### config.mk
export PLATFORM = sky130hd
export DESIGN_NAME = alu_arbiter
export DESIGN_NICKNAME = d
export VERILOG_FILES = /design/src/rtl/alu_arbiter_pkg.sv /design/src/rtl/alu_arbiter_alu.sv /design/src/rtl/alu_arbiter.sv
export SDC_FILE = /design/constraint.sdc
export NUM_CORES = 1
export LEC_CHECK = 0
export CORE_MARGIN = 5
export CORE_UTILIZATION = 53
export CTS_CLUSTER_DIAMETER = 30
export DETAILED_ROUTE_END_ITERATION = 8
export GPL_TIMING_DRIVEN = 0
export PLACE_DENSITY = 0.95
export SYNTH_ARGS = -nofsm -noshare
export SYNTH_HDL_FRONTEND = slang
export SYNTH_SLANG_ARGS = --single-unit
### constraint.sdc
create_clock -name clk -period 8.7 [get_ports clk]
set_clock_uncertainty 0.05 [all_clocks]
set_input_delay 0.87 -clock clk [delete_from_list [all_inputs] [get_ports clk]]
set_output_delay 0.87 -clock clk [all_outputs]
set_load 0.01 [all_outputs]
### src/rtl/alu_arbiter_pkg.sv
// Shared types and constants for the two-requester ALU arbiter.
// The opcode values follow the ALU control encoding used by the datapath.
package alu_arbiter_pkg;

  localparam int NUM_REQ = 2;
  localparam int DW      = 32;
  localparam int CNT_W   = 16;

  localparam logic [2:0] ALU_ADD = 3'b010;
  localparam logic [2:0] ALU_SUB = 3'b110;

  typedef enum logic [1:0] {
    ST_IDLE = 2'd0,
    ST_EXEC = 2'd1,
    ST_RESP = 2'd2
  } state_t;

  typedef struct packed {
    logic [2:0]    op;
    logic [DW-1:0] a;
    logic [DW-1:0] b;
  } alu_req_t;

  typedef struct packed {
    logic [DW-1:0] result;
    logic          err;
  } alu_rsp_t;

  function automatic logic [CNT_W-1:0] sat_inc(input logic [CNT_W-1:0] c);
    return (&c) ? c : c + CNT_W'(1);
  endfunction

endpackage

### src/rtl/alu_arbiter_alu.sv
// Shared combinational ALU: 32-bit wrap-around add/sub.
// Unsupported opcodes produce a zero result and raise err.
module alu_arbiter_alu
  import alu_arbiter_pkg::*;
(
  input  alu_req_t req,
  output alu_rsp_t rsp
);

  always_comb begin
    rsp = '0;
    case (req.op)
      ALU_ADD: rsp.result = req.a + req.b;
      ALU_SUB: rsp.result = req.a - req.b;
      default: rsp.err    = 1'b1;
    endcase
  end

endmodule

### src/rtl/alu_arbiter.sv
// Round-robin arbiter sharing one ALU between two requesters.
// IDLE accepts one op, EXEC registers the ALU output, RESP holds it until consumed.
module alu_arbiter
  import alu_arbiter_pkg::*;
(
  input  logic             clk,
  input  logic             rst_n,
  input  logic             req0_valid,
  input  logic             req1_valid,
  output logic             req0_ready,
  output logic             req1_ready,
  input  logic [DW-1:0]    req0_a,
  input  logic [DW-1:0]    req0_b,
  input  logic [DW-1:0]    req1_a,
  input  logic [DW-1:0]    req1_b,
  input  logic [2:0]       req0_op,
  input  logic [2:0]       req1_op,
  output logic             resp0_valid,
  output logic             resp1_valid,
  input  logic             resp0_ready,
  input  logic             resp1_ready,
  output logic [DW-1:0]    resp0_result,
  output logic [DW-1:0]    resp1_result,
  output logic             resp0_err,
  output logic             resp1_err,
  output logic             busy,
  output logic [CNT_W-1:0] op_count
);

  logic [NUM_REQ-1:0]         vld, rdy, rsp_vld, rsp_rdy, rsp_err;
  logic [NUM_REQ-1:0][DW-1:0] opa, opb, rsp_res;
  logic [NUM_REQ-1:0][2:0]    opc;

  assign vld     = {req1_valid, req0_valid};
  assign rsp_rdy = {resp1_ready, resp0_ready};
  assign opa     = {req1_a, req0_a};
  assign opb     = {req1_b, req0_b};
  assign opc     = {req1_op, req0_op};

  state_t   st;
  logic     last_grant, gnt, sel;
  alu_req_t req_q;
  alu_rsp_t rsp_q, alu_out;

  // On a tie the requester not served last wins.
  always_comb begin
    sel = 1'b0;
    if (vld[0] && vld[1]) sel = ~last_grant;
    else if (vld[1])      sel = 1'b1;
  end

  alu_arbiter_alu u_alu (
    .req (req_q),
    .rsp (alu_out)
  );

  always_ff @(posedge clk or negedge rst_n) begin
    if (!rst_n) begin
      st         <= ST_IDLE;
      last_grant <= 1'b1;
      gnt        <= 1'b0;
      req_q      <= '0;
      rsp_q      <= '0;
      op_count   <= '0;
    end else begin
      case (st)
        ST_IDLE: if (|vld) begin
          gnt        <= sel;
          last_grant <= sel;
          req_q      <= '{op: opc[sel], a: opa[sel], b: opb[sel]};
          st         <= ST_EXEC;
        end
        ST_EXEC: begin
          rsp_q <= alu_out;
          st    <= ST_RESP;
        end
        ST_RESP: if (rsp_rdy[gnt]) begin
          op_count <= sat_inc(op_count);
          st       <= ST_IDLE;
        end
        default: st <= ST_IDLE;
      endcase
    end
  end

  // rst_n gate keeps ready low while reset is asserted with valid inputs.
  for (genvar i = 0; i < NUM_REQ; i++) begin : g_port
    assign rdy[i]     = rst_n && (st == ST_IDLE) && vld[i] && (sel == 1'(i));
    assign rsp_vld[i] = (st == ST_RESP) && (gnt == 1'(i));
    assign rsp_res[i] = rsp_vld[i] ? rsp_q.result : '0;
    assign rsp_err[i] = rsp_vld[i] & rsp_q.err;
  end

  assign req0_ready   = rdy[0];
  assign req1_ready   = rdy[1];
  assign resp0_valid  = rsp_vld[0];
  assign resp1_valid  = rsp_vld[1];
  assign resp0_result = rsp_res[0];
  assign resp1_result = rsp_res[1];
  assign resp0_err    = rsp_err[0];
  assign resp1_err    = rsp_err[1];
  assign busy         = (st != ST_IDLE);

endmodule

==> flow_summary.yaml <==
status:
  status: "finished clean"
finish:
  area_growth_pct: 39.6
  final_layout_size_suffix_gt1_share_pct: 4.11
  fin_util_pct: 75.8
  fin_area_um2: 11100
  fillCellCount: 974
  layoutNonFillerInstCount: 1353
  seq_area_um2: 3000
  fin_nets: 1330
  diodes: 0
  multi_input_area_um2: 4650
cts:
  cts_hold_buf: 0
  clk_pin_slew_ns: 0.05
  clockBufferDepth: 2
  htree_num_levels: 4
  cts.sinks: 120
  cts_tree: "built"
  ctsRootBufferMaster: "clkbuf_16"
  cts_resized: 0
  cts_buffers: 17
  post-cts-setup-buffers: 0
  insertion_delay_ns: 0.42
timing:
  worstMarginPinSlew_ns: 0.966
  post-route-min-period_ns: 4.72
  setup_viol: 0
  post-route-period-util_pct: 54.2
  max_freq_mhz: 212
  rsz0062_at_grt: "false"
  timing.slew.headroom_pct: 35.5
  finalMaxSlewViolations: 0
  finalSetupTns_ns: 0
  setup_ws_ns: 3.98
  worst_hold_slack_ns: 0.343
  hold_viol_final: 0
synthesis:
  synth_seq_cells: 120
  synth.largest_area_cell: "dfrtp_1"
  ys.flop_type: "dfrtp_1"
  synth_top_area_share_pct: 37.6
  synth_warnings: 0
  synth-edff-count: 0
  seq_area_frac_synth_pct: 37.9
  yosys.area_share.adder_pct: 5.46
  syn_avg_cell_area_um2: 8.71
  yosys.area_share.simple_pct: 20.5
  synth_area_leaders: "dfrtp_1, mux2i_1, a21oi_1"
  synth-compound-area-share_pct: 16.3
  synth_top_family_by_area: "simple AND/OR/NAND/NOR gates"
  syn-instance-count: 910
  synthMuxAreaShare_pct: 8.60
  synth.net_count: 1084
  syn-cell-area_um2: 7930
  synth-xor-area-share_pct: 7.85
  synthArstFlopShare_pct: 100
  synth_cell_types: 66
global_route:
  grt_pass1_vias: 8067
  grt_max_degree: 74
  grt_usage_pct: 27.5
  grt_pass1_wl_um: 39300
  antenna_found_initial: 0
  grt-ovfl-total: 0
placement:
  globalplace.congestion: 0.960
  placed_cell_area_um2: 10400
  dpl.cell_count: 1321
  pre_cts_slack_ns: 4.08
  numPortBuffers: 226
  dp_hpwl_um: 19200
power_and_ir_drop:
  power.total_mw: 4.71
  p_per_area_nw_per_um2: 426
  p_clk_share_pct: 15.4
  p_sw_share_pct: 48.7
  switchingPower_mw: 2.29
  seqPwrFrac_pct: 21.5
  intPower_mw: 2.42
  combPwrFrac_pct: 63.1
  power.leakage_nw: 4.83
  vdd_drop_max_v: 0.000258
detailed_routing:
  drc_errors: 0
  first_pass_iters: 5
  num_vias: 7878
  wirelength_um: 24600
  wl_per_cell_um: 18.2
  ant_nets: 0
  drtIter0Drc: 554
  drt-vias-per-instance: 5.82
worst_setup_path:
  path_max_fanout: 7
  cp-start-kind: "register"
  end_kind: "register"
  arrival_ns: 4.97
  critPathKind: "register to register"
  crit_required_ns: 8.96
floorplan:
  core_area_um2: 14600
  fp.dieW_um: 132
  io_pins: 227
  initial_utilization_pct: 54.3
  die_h_um: 132
  fp-row-count: 44
  die_area_um2: 17500
flow_run:
  drv_cap: 0
worst_hold_path:
  min_path_type: "input pin to asynchronous set/reset pin"
cell usage in the layout (no fill, tap or decap), types with 18 or more instances in the layout:
master / netlist / final
clkbuf_1: 47 / 48
xnor2_1: 34 / 34
ha_1: 33 / 33
dfrtp_1: 119 / 119
xor2_1: 37 / 37
clkdlybuf4s50_1: 0 / 225
a21oi_1: 106 / 106
nor2_1: 111 / 111
mux2i_1: 67 / 67
inv_1: 18 / 18
and3_1: 66 / 66
o21ai_0: 29 / 29
o21ai_1: 20 / 20
nand2_1: 75 / 75
synth_stat cells, types with 2 or more instances:
cell type / number
a21oi_1: 106
a31oi_1: 5
nor2_1: 111
a32o_1: 2
nand2_1: 75
o2111ai_1: 5
dfrtp_1: 119
inv_1: 18
a211o_1: 2
nor2b_1: 5
nand2b_1: 5
and4_1: 2
ha_1: 33
nand3_1: 17
and2_1: 2
xor2_1: 37
o21bai_1: 5
and3_1: 66
or3_1: 7
o21ai_0: 29
o21ai_1: 20
buf_1: 6
mux2i_1: 67
nand3b_1: 3
o211ai_1: 2
nor3_1: 9
a21o_1: 14
xnor2_1: 34
nand4_1: 9
clkbuf_1: 47
nor4_1: 3
o31ai_1: 8
o21a_1: 3
or4_4: 2
path summary, 6_finish.rpt:
| kind | depth (start not counted) | end | start | slack [ns] |
|---|---|---|---|---|
| setup / recovery | 17 | rsp_q[32]$_DFFE_PN0N_ | req_q[4]$_DFFE_PN0P_ | 3.98 |
| hold / removal | 1 | req_q[51]$_DFFE_PN0P_ | rst_n | 0.34 |
| setup reg to reg | 17 | rsp_q[32]$_DFFE_PN0N_ | req_q[4]$_DFFE_PN0P_ | 3.98 |
| hold reg to reg | 2 | rsp_q[10]$_DFFE_PN0N_ | rsp_q[10]$_DFFE_PN0N_ | 0.45 |
| max in group asynchronous | 2 | last_grant$_DFFE_PN1P_ | rst_n | 7.51 |
| min in group clk | 2 | rsp_q[10]$_DFFE_PN0N_ | rsp_q[10]$_DFFE_PN0N_ | 0.45 |
sequential cells by signal (all words and copies together) (netlist names):
signal      flops
op_count       16
gnt             1
st              2
rsp_q          33
last_grant      1
req_q          67
final cells by class:
cell class	count	share of cell area [%]
Multi-Input combinational cell	718	42.0
Sequential cell	120	27.2
Timing Repair Buffer	227	20.7
Clock buffer	21	4.25
Tap cell	184	2.08
Buffer	53	1.80
Clock inverter	11	1.31
Inverter	19	0.645
worst max-delay path, cell delays in order (launching register included):
cell and delay [ns]:
dfrtp_1 0.43, nor4_2 0.45, nand2_1 0.23, nor2_4 0.20
and3_4 0.22, nand2_4 0.08, o31ai_1 0.28, xor2_1 0.21
ha_1 0.27, clkbuf_1 0.19, a21oi_1 0.18, o21bai_1 0.08
a21o_1 0.22, a2111oi_0 0.56, o2111ai_1 0.29, a41oi_1 0.32
xnor2_1 0.13, a22o_1 0.20
per-layer routing:
layer  part of all wire, %  track usage [%]  vias up
li1                      -                -     3709
met1                    40             32.5     3708
met2                    49             47.8      400
met3                   8.1             6.64       61
met4                   3.2             11.8        0
met5                     0                0        -
logic make-up (layout without fill, tap and decap cells):
| logic type | count (synthesis) | after routing |
|---|---|---|
| simple gates | 327 | 327 |
| compound gates | 218 | 218 |
| flops | 120 | 120 |
| buf+inv | 72 | 331 |
| xor+xnor | 71 | 71 |
| mux | 68 | 68 |
| fa+ha+maj | 34 | 34 |
power by group through the flow:
stage / Sequential [mW] / Clock (mW) / Combinational, mW
finish: 1.01 / 0.725 / 2.97
global route: 1.04 / 0.754 / 3.27
CTS: 1.00 / 0.729 / 2.91
detailed placement: 1.01 / 0 / 2.86
global placement: 0.992 / 0 / 2.80
floorplan: 0.948 / 0 / 2.08
Note: power is estimated with default switching activity, not from simulation.
